File: config.mk
export PLATFORM = sky130hd
export DESIGN_NAME = codec_cfg_sequencer_flat
export DESIGN_NICKNAME = d
export VERILOG_FILES = /design/src/rtl/codec_cfg_pkg.sv /design/src/rtl/codec_cfg_sequencer_if.sv /design/src/rtl/codec_cfg_rom.sv /design/src/rtl/codec_cfg_sequencer.sv /design/src/flat_wrapper.sv
export SDC_FILE = /design/constraint.sdc
export NUM_CORES = 1
export LEC_CHECK = 0
export BUFFER_PORTS_ARGS = -buffer_cell sky130_fd_sc_hd__buf_2
export CAP_MARGIN = 10
export CORE_MARGIN = 2
export CORE_UTILIZATION = 59
export DETAILED_ROUTE_END_ITERATION = 16
export PLACE_DENSITY = 0.79
export SYNTH_ARGS = -nofsm -noshare
export SYNTH_HDL_FRONTEND = slang
export SYNTH_SLANG_ARGS = --single-unit
File: constraint.sdc
create_clock -name clk -period 2.92 [get_ports clk]
set_clock_uncertainty 0.05 [all_clocks]
set_input_delay 0.292 -clock clk [delete_from_list [all_inputs] [get_ports clk]]
set_output_delay 0.292 -clock clk [all_outputs]
set_load 0.01 [all_outputs]
File: src/rtl/codec_cfg_pkg.sv
// Shared types and constants for the codec boot-configuration sequencer.
package codec_cfg_pkg;

    typedef enum logic [2:0] {
        IDLE,
        DELAY,
        LOAD,
        SEND,
        WAIT_RSP,
        DONE,
        FAIL
    } state_t;

    typedef struct packed {
        logic [15:0] reg_addr;
        logic [7:0]  data;
    } entry_t;

    localparam logic       I2C_WRITE = 1'b0;
    localparam logic [1:0] B_DEV     = 2'd0;
    localparam logic [1:0] B_REG_HI  = 2'd1;
    localparam logic [1:0] B_REG_LO  = 2'd2;
    localparam logic [1:0] B_DATA    = 2'd3;

    // Byte b of the 4-byte I2C write transaction that programs entry e.
    function automatic logic [7:0] entry_byte(entry_t e, logic [1:0] b, logic [6:0] dev);
        case (b)
            B_DEV:    return {dev, I2C_WRITE};
            B_REG_HI: return e.reg_addr[15:8];
            B_REG_LO: return e.reg_addr[7:0];
            default:  return e.data;
        endcase
    endfunction

endpackage

File: src/rtl/codec_cfg_sequencer_if.sv
// Byte command / response channel between the sequencer and the I2C master.
interface codec_cfg_sequencer_if;
    logic       cmd_valid;
    logic       cmd_ready;
    logic       cmd_start;
    logic       cmd_stop;
    logic [7:0] cmd_data;
    logic       rsp_valid;
    logic       rsp_ack;

    modport master (
        output cmd_valid, cmd_start, cmd_stop, cmd_data,
        input  cmd_ready, rsp_valid, rsp_ack
    );

    modport slave (
        input  cmd_valid, cmd_start, cmd_stop, cmd_data,
        output cmd_ready, rsp_valid, rsp_ack
    );
endinterface

File: src/rtl/codec_cfg_rom.sv
// Codec init list: register/data pairs, registered read with one cycle of latency.
module codec_cfg_rom
    import codec_cfg_pkg::*;
#(
    parameter int NUM_ENTRIES = 16
) (
    input  logic       clk,
    input  logic       rd_en,
    input  logic [7:0] rd_addr,
    output entry_t     rd_data
);

    localparam logic [7:0] LAST_IDX = 8'(NUM_ENTRIES - 1);

    // Power-up, clocking and output-path bring-up order for the codec.
    function automatic entry_t init_entry(logic [7:0] idx);
        case (idx)
            8'd0:    return {16'h4000, 8'h01};
            8'd1:    return {16'h4015, 8'h01};
            8'd2:    return {16'h4016, 8'h00};
            8'd3:    return {16'h4017, 8'h00};
            8'd4:    return {16'h400A, 8'h01};
            8'd5:    return {16'h400B, 8'h05};
            8'd6:    return {16'h400C, 8'h01};
            8'd7:    return {16'h400D, 8'h05};
            8'd8:    return {16'h401C, 8'h21};
            8'd9:    return {16'h401E, 8'h41};
            8'd10:   return {16'h4023, 8'hE7};
            8'd11:   return {16'h4024, 8'hE7};
            8'd12:   return {16'h4025, 8'hE7};
            8'd13:   return {16'h4026, 8'hE7};
            8'd14:   return {16'h4019, 8'h03};
            8'd15:   return {16'h40F9, 8'h7F};
            default: return {16'h4000 | {8'h00, idx}, 8'h00};
        endcase
    endfunction

    always_ff @(posedge clk) begin
        if (rd_en) begin
            rd_data <= (rd_addr <= LAST_IDX) ? init_entry(rd_addr) : '0;
        end
    end

endmodule

File: src/rtl/codec_cfg_sequencer.sv
// Boot-time codec configuration sequencer: walks the init table and issues I2C writes.
// Optional NACK retry is enabled by defining CODEC_CFG_RETRY_EN.
module codec_cfg_sequencer
    import codec_cfg_pkg::*;
#(
    parameter int         NUM_ENTRIES   = 16,
    parameter logic [6:0] DEV_ADDR      = 7'h3B,
    parameter int         STARTUP_DELAY = 1024,
    parameter int         MAX_RETRIES   = 3
) (
    input  logic                         clk,
    input  logic                         arstn,
    input  logic                         start,
    output logic                         busy,
    output logic                         done,
    output logic                         error,
    output logic [7:0]                   entry_idx,
    codec_cfg_sequencer_if.master        cmd_if
);

    localparam int         DW       = $clog2(STARTUP_DELAY + 2);
    localparam logic [7:0] LAST_IDX = 8'(NUM_ENTRIES - 1);

    state_t        state, state_d;
    logic [DW-1:0] delay_cnt, delay_cnt_d;
    logic [1:0]    byte_cnt, byte_cnt_d;
    logic [1:0]    next_byte;
    logic          busy_d, done_d, error_d;
    logic [7:0]    entry_idx_d;
    logic          cmd_valid_d, cmd_start_d, cmd_stop_d;
    logic [7:0]    cmd_data_d;
    logic          rom_rd_en;
    entry_t        rom_q;
`ifdef CODEC_CFG_RETRY_EN
    localparam int RW = $clog2(MAX_RETRIES + 2);
    logic [RW-1:0] retry_cnt, retry_cnt_d;
`endif

    assign rom_rd_en = (state == LOAD);
    assign next_byte = byte_cnt + 2'd1;

    codec_cfg_rom #(.NUM_ENTRIES(NUM_ENTRIES)) u_rom (
        .clk     (clk),
        .rd_en   (rom_rd_en),
        .rd_addr (entry_idx),
        .rd_data (rom_q)
    );

    always_ff @(posedge clk or negedge arstn) begin
        if (!arstn) state <= IDLE;
        else        state <= state_d;
    end

    // Every output is computed one cycle ahead so the channel sees only flop outputs.
    always_comb begin
        state_d     = state;
        delay_cnt_d = delay_cnt;
        byte_cnt_d  = byte_cnt;
        done_d      = done;
        error_d     = error;
        entry_idx_d = entry_idx;
        cmd_valid_d = cmd_if.cmd_valid;
        cmd_start_d = cmd_if.cmd_start;
        cmd_stop_d  = cmd_if.cmd_stop;
        cmd_data_d  = cmd_if.cmd_data;
`ifdef CODEC_CFG_RETRY_EN
        retry_cnt_d = retry_cnt;
`endif
        case (state)
            IDLE, DONE, FAIL: begin
                if (start) begin
                    done_d      = 1'b0;
                    error_d     = 1'b0;
                    entry_idx_d = 8'd0;
`ifdef CODEC_CFG_RETRY_EN
                    retry_cnt_d = '0;
`endif
                    if (STARTUP_DELAY == 0) begin
                        state_d = LOAD;
                    end else begin
                        state_d     = DELAY;
                        delay_cnt_d = DW'(STARTUP_DELAY);
                    end
                end
            end
            DELAY: begin
                if (delay_cnt <= DW'(1)) state_d = LOAD;
                else                     delay_cnt_d = delay_cnt - DW'(1);
            end
            LOAD: begin
                byte_cnt_d  = B_DEV;
                state_d     = SEND;
                cmd_valid_d = 1'b1;
                cmd_start_d = 1'b1;
                cmd_stop_d  = 1'b0;
                cmd_data_d  = {DEV_ADDR, I2C_WRITE};
            end
            SEND: begin
                if (cmd_if.cmd_ready) begin
                    cmd_valid_d = 1'b0;
                    state_d     = WAIT_RSP;
                end
            end
            WAIT_RSP: begin
                if (cmd_if.rsp_valid) begin
                    if (cmd_if.rsp_ack) begin
                        if (byte_cnt != B_DATA) begin
                            byte_cnt_d  = next_byte;
                            state_d     = SEND;
                            cmd_valid_d = 1'b1;
                            cmd_start_d = 1'b0;
                            cmd_stop_d  = (next_byte == B_DATA);
                            cmd_data_d  = entry_byte(rom_q, next_byte, DEV_ADDR);
                        end else if (entry_idx == LAST_IDX) begin
                            state_d = DONE;
                            done_d  = 1'b1;
                        end else begin
                            entry_idx_d = entry_idx + 8'd1;
`ifdef CODEC_CFG_RETRY_EN
                            retry_cnt_d = '0;
`endif
                            state_d     = LOAD;
                        end
                    end else begin
`ifdef CODEC_CFG_RETRY_EN
                        if (retry_cnt < RW'(MAX_RETRIES)) begin
                            retry_cnt_d = retry_cnt + RW'(1);
                            state_d     = LOAD;
                        end else begin
                            state_d = FAIL;
                            error_d = 1'b1;
                        end
`else
                        state_d = FAIL;
                        error_d = 1'b1;
`endif
                    end
                end
            end
            default: state_d = IDLE;
        endcase
        busy_d = (state_d == DELAY) || (state_d == LOAD) ||
                 (state_d == SEND)  || (state_d == WAIT_RSP);
    end

    always_ff @(posedge clk or negedge arstn) begin
        if (!arstn) begin
            delay_cnt        <= '0;
            byte_cnt         <= '0;
            busy             <= 1'b0;
            done             <= 1'b0;
            error            <= 1'b0;
            entry_idx        <= 8'd0;
            cmd_if.cmd_valid <= 1'b0;
            cmd_if.cmd_start <= 1'b0;
            cmd_if.cmd_stop  <= 1'b0;
            cmd_if.cmd_data  <= 8'd0;
`ifdef CODEC_CFG_RETRY_EN
            retry_cnt        <= '0;
`endif
        end else begin
            delay_cnt        <= delay_cnt_d;
            byte_cnt         <= byte_cnt_d;
            busy             <= busy_d;
            done             <= done_d;
            error            <= error_d;
            entry_idx        <= entry_idx_d;
            cmd_if.cmd_valid <= cmd_valid_d;
            cmd_if.cmd_start <= cmd_start_d;
            cmd_if.cmd_stop  <= cmd_stop_d;
            cmd_if.cmd_data  <= cmd_data_d;
`ifdef CODEC_CFG_RETRY_EN
            retry_cnt        <= retry_cnt_d;
`endif
        end
    end

endmodule
File: src/flat_wrapper.sv
// flat-port wrapper written by rule: the top's interface ports become plain ports
module codec_cfg_sequencer_flat import codec_cfg_pkg::*;
#(
    parameter int         NUM_ENTRIES   = 16,
    parameter logic [6:0] DEV_ADDR      = 7'h3B,
    parameter int         STARTUP_DELAY = 1024,
    parameter int         MAX_RETRIES   = 3
)
  (clk, arstn, start, busy, done, error, entry_idx, cmd_if_cmd_valid, cmd_if_cmd_start, cmd_if_cmd_stop, cmd_if_cmd_data, cmd_if_cmd_ready, cmd_if_rsp_valid, cmd_if_rsp_ack);
  codec_cfg_sequencer_if cmd_if_i ();
  input  logic clk;
  input  logic arstn;
  input  logic start;
  output logic busy;
  output logic done;
  output logic error;
  output logic [7:0] entry_idx;
  output wire logic [$bits(cmd_if_i.cmd_valid)-1:0] cmd_if_cmd_valid;
  output wire logic [$bits(cmd_if_i.cmd_start)-1:0] cmd_if_cmd_start;
  output wire logic [$bits(cmd_if_i.cmd_stop)-1:0] cmd_if_cmd_stop;
  output wire logic [$bits(cmd_if_i.cmd_data)-1:0] cmd_if_cmd_data;
  input wire logic [$bits(cmd_if_i.cmd_ready)-1:0] cmd_if_cmd_ready;
  input wire logic [$bits(cmd_if_i.rsp_valid)-1:0] cmd_if_rsp_valid;
  input wire logic [$bits(cmd_if_i.rsp_ack)-1:0] cmd_if_rsp_ack;
  assign cmd_if_cmd_valid = cmd_if_i.cmd_valid;
  assign cmd_if_cmd_start = cmd_if_i.cmd_start;
  assign cmd_if_cmd_stop = cmd_if_i.cmd_stop;
  assign cmd_if_cmd_data = cmd_if_i.cmd_data;
  assign cmd_if_i.cmd_ready = cmd_if_cmd_ready;
  assign cmd_if_i.rsp_valid = cmd_if_rsp_valid;
  assign cmd_if_i.rsp_ack = cmd_if_rsp_ack;
  codec_cfg_sequencer #(.NUM_ENTRIES(NUM_ENTRIES), .DEV_ADDR(DEV_ADDR), .STARTUP_DELAY(STARTUP_DELAY), .MAX_RETRIES(MAX_RETRIES)) u_core (.clk(clk), .arstn(arstn), .start(start), .busy(busy), .done(done), .error(error), .entry_idx(entry_idx), .cmd_if(cmd_if_i));
endmodule
After elaboration in Yosys (flattened, before gate mapping):

Index checks and enable logic that the tools add are counted.

* divide/modulo/power cells: 0
* bitwise operators: 0
* shifts and indexed selects: 0
* reductions and logical operators: 17
* add/subtract/negate cells: 3
* eq/ne operators: 39
* $mul: 0
* magnitude comparators: 2
* muxes and demuxes: 49

Operators with widths (number)
* $pmux 16 s16: 1
* $eq 8x4->1 const B: 8
* $mux 8: 8
* $eq 8x3->1 const B: 4
* $pmux 8 s2: 2
* $pmux 8 s3: 1
* $mux 11: 2
* $pmux 11 s2: 1
* $mux 3: 7
* $ne 2x2->1 const B: 9
* $mux 1: 17
* $eq 8x2->1 const B: 2
* $pmux 3 s5: 1
* $eq 3x2->1 const B: 4
* $eq 3x3->1 const B: 4
* $reduce_and 6->1: 2
* $le 11x1->1 const B: 1
* $sub 11x1->11 const B: 1
* $add 8x1->8 const B: 1
* $eq 8x1->1 const B: 1
* $le 8x4->1 const B: 1
* $logic_not 8->1: 1
* $pmux 1 s2: 4
* $reduce_and 4->1: 2
* other kinds (16): 25

* logic and storage cells: 123
* bits in registers: 62
* input bits: 6
* ROM bits: 0
* output and inout port bits: 22
* bits in latches: 0
* memories: 0
* memory bits (writable): 0

Depth between registers and ports, before layout:

* depth after elaboration: 10
* mapped depth: 9
* mapped depth without buffers: 8

Hierarchy:

From an unflattened synthesis, not the netlist that was laid out.

* cell total of the unflattened synthesis: 310
* area total of the unflattened synthesis: 3083.0 sq um

Modules (own cells, without submodules)
* codec_cfg_sequencer: area each 2274.7 sq um, times used 1, cells an instance 241
* codec_cfg_rom: area each 808.3 sq um, times used 1, cells an instance 69

Worst setup path after synthesis:

No wires, ideal clock.

* path kind: register to register
* start: register u_core.entry_idx[5] (netlist name)
* end: register u_core.delay_cnt[6]
* required time: 2.792 ns
* cell stages (with the launch flop): 8
* slack: 0.473 ns
* setup time: 0.078 ns
* data arrival time: 2.319 ns
* cell sequence: dfrtp_1 -> or4_4 -> o21ai_1 -> a2111oi_0 -> a211o_1 -> buf_6 -> or4_1 -> a21oi_1

RTL lines
* end signal, assigned: RTL line codec_cfg_sequencer.sv:162 `delay_cnt <= delay_cnt_d;`
* end, declared: RTL line codec_cfg_sequencer.sv:25 `logic [DW-1:0] delay_cnt, delay_cnt_d;`

==> summary.txt <==
STA
  – Final Hold Fails: 0
  – Finish-stage setup viols: 0
  – Max-slew violation count: 0
  – Least-Margin Pin Slew: approximately 820 ps
  – Worst slew margin: 0.437
  – Final worst-path cycle share: 0.930
  – Setup TNS: 0 ps
  – Peak Freq: approximately 370 MHz
  – Crit path time final: 2720 ps
  – Unrepaired setup endpoints after global routing: false

Critical path
  – CP Capture Type: flip-flop
  – Worst Setup Start Kind: flip-flop
  – Launching point of the worst reg2reg path: u_core.entry_idx[5]
  – Critical path arrival: about 2900 ps
  – Critical Path RT: ~3100 ps
  – Worst r2r dst: u_core.delay_cnt[6]
  – Crit-path max FO: 12
  – R2r setup slk: between 200 and 250 ps
  – Setup CP Type: flip-flop to flip-flop
  – R2R depth: 6

Synth
  – Cells after synthesis: ~320
  – Number of synthesized flops with an enable pin: 16
  – Synthesized cell area: between 2000 and 3000 um2
  – Seq/Total Area, Yosys: 0.483
  – Ys Warns: 0
  – Net Count, Synth: about 340
  – Yosys reg bits: 54
  – Dominant synthesized flop cell: dfrtp_1
  – Mean Syn Cell Area: approximately 9.3 um2
  – Synth unique cells: 52
  – Post-synth ARST share: 0.704

CTS
  – TritonCTS Buffers: 5
  – Insertion delay to the later sink of the worst-skew pair: between 300 and 400 ps
  – Hold-fix buffers at CTS: 0
  – Clock buffer depth: 2
  – Post-CTS Setup Bufs: 0
  – CTS H-Tree Depth: 2
  – Resized cells post-CTS: 0
  – CTS tree: built
  – CTS clock-pin slew for the worst setup and hold paths: 100 ps
  – CTS sink cnt: 54
  – CTS root buffer: clkbuf_8

GRT
  – GR Util All Layers: 0.231
  – Largest net degree at the start of global routing: 39
  – Vias in the first global route: ~2.1k
  – Initial antenna violation count: 0
  – First-pass GRT wire length: between 9000 and 10000 um
  – Global route overflow: 0

Finish
  – Post-layout nets: 362
  – Commonest non-fill, non-tap cell in the layout: dfrtp_1
  – Fraction of layout instances using a drive strength above 1: 0.139
  – Ant. Diodes: 0
  – Area grow syn2layout: 10.3%
  – Commonest non-fill, non-tap cells in the layout: dfrtp_1 (38), nor2_1 (32), o21ai_0 (30)

Power and ir drop
  – Total power: 2.51 mW
  – Power per cell area: ~770 nW/um2
  – Peak supply drop: about 0.55 mV
  – Pleak: approximately 1.4 nW

Detailed routing
  – Remaining antenna violation count: 0
  – DRC viols: 0
  – Post-DR wirelength/cell: ~14 um
  – First-pass iteration count of the detailed router: 4
  – DRT iter0 DRCs: ~140
  – Vias/cell: 5.73
  – Drt total wl: ~6000 um
  – Vias: approximately 2.4k

Hold path
  – Worst min path class: primary input to asynchronous set/reset pin

Floorplan
  – Die area: ~5600 um2
  – Boundary pin count: 28
  – Core Box Area: between 4000 and 5000 um2
  – Starting Density: 0.619
  – Row count: 25
  – Die width: between 70 and 80 um
  – Vert. Die Dim: ~75 um

Outcome
  – Status: completed

Placement
  – Post-DP HPWL: 4350 um
  – Port Buf Inserts: 27
  – Placer congestion estimate: about 0.95

Job
  – Number of max-cap violations: 0
## per-stage QoR
stage	utilization	std cells	setup WS [ps]	instance area (um2)	hold slack, ps
6_report	0.683	412	205	3270	16.6
5_1_grt	0.683	412	74.3	3270	88.7
4_1_cts	0.683	412	226	3270	49.7
3_5_place_dp	0.663	404	257	3170	393
3_3_place_gp	0.663	404	361	3170	393
2_1_floorplan	-	318	473	2960	-53.6
## worst max path at each step
stage	start	endpoint	cells past startpoint
after detailed placement	u_core.entry_idx[4]	u_core.delay_cnt[6]	6
after global routing	u_core.entry_idx[4]	u_core.delay_cnt[6]	6
final	u_core.entry_idx[5]	u_core.delay_cnt[6]	6
after floorplan	u_core.entry_idx[5]	u_core.delay_cnt[6]	7
after CTS	u_core.entry_idx[4]	u_core.delay_cnt[6]	6
after global placement	u_core.entry_idx[5]	u_core.delay_cnt[6]	6
## sequential cells by signal, indices dropped and copies added, names as in the netlist
| signal | count |
|---|---|
| u_core.busy | 1 |
| u_core.cmd_if.cmd_start | 1 |
| u_core.u_rom.rd_data | 16 |
| u_core.byte_cnt | 2 |
| u_core.done | 1 |
| u_core.cmd_if.cmd_data | 8 |
| u_core.cmd_if.cmd_stop | 1 |
| u_core.delay_cnt | 11 |
| u_core.cmd_if.cmd_valid | 1 |
| u_core.entry_idx | 8 |
| u_core.state | 3 |
| u_core.error | 1 |
## worst max-delay path: stages (launching register included)
cell	delay [ps]
dfrtp_1	440
or4_4	650
o21ai_1	210
a2111oi_0	190
a211o_1	450
or4_1	500
a21oi_1	150
## cell usage after synthesis (all sizes together), types with 2 or more instances
library cell  count  share of area
a211oi            4          0.010
a21o              2         0.0051
a21oi            22          0.037
a22oi             3         0.0076
a31oi             8          0.017
a41o              2         0.0068
and2              5          0.011
and3              2         0.0042
clkbuf           15          0.019
clkinv            2         0.0030
dfrtp            38           0.32
edfxtp           16           0.16
ha               12          0.051
inv              13          0.016
mux2i             3          0.010
nand2            24          0.030
nand2b            5          0.011
nand3            18          0.032
nor2             32          0.041
nor2b             5          0.011
nor3              7          0.012
nor3b             2         0.0051
nor4              3         0.0063
o21ai            31          0.052
o22ai             4         0.0084
o31ai             5          0.013
o41ai             2         0.0059
or3               5          0.011
or4               4          0.011
xnor2             5          0.015
xor2              2         0.0059
## cell families after synthesis
kind of cell             Yosys count  share of synthesized area
AO/OA/AOI/OAI                     93                      0.192
XOR/XNOR                           7                     0.0207
adder cells (fa/ha/maj)           12                     0.0507
buffers and inverters             31                     0.0422
flip-flops                        54                      0.483
multiplexers                       3                     0.0101
AND/OR/NAND/NOR                  118                      0.201
## final cells by class
class	instances	area (um2)
fill	373	1520
sequential	54	1430
multi-input combinational	233	1410
timing repair buffer	35	195
tap	67	83.8
clock buffer	5	68.8
inverter	15	57.6
clock inverter	3	25.0
## layer usage
metal	vias to the layer above	share of wire	global-route usage
li1	1212	-	-
met5	-	0	0
met2	54	0.46	0.362
met4	0	0.020	0.0813
met1	1083	0.49	0.318
met3	10	0.035	0.0522
## power breakdown
group | internal (mW) | total, mW | switching, mW
Clock | 0.173 | 0.424 | 0.251
Combinational | 0.392 | 0.954 | 0.562
Sequential | 0.972 | 1.13 | 0.156
Note: power is estimated with default switching activity, not from simulation.
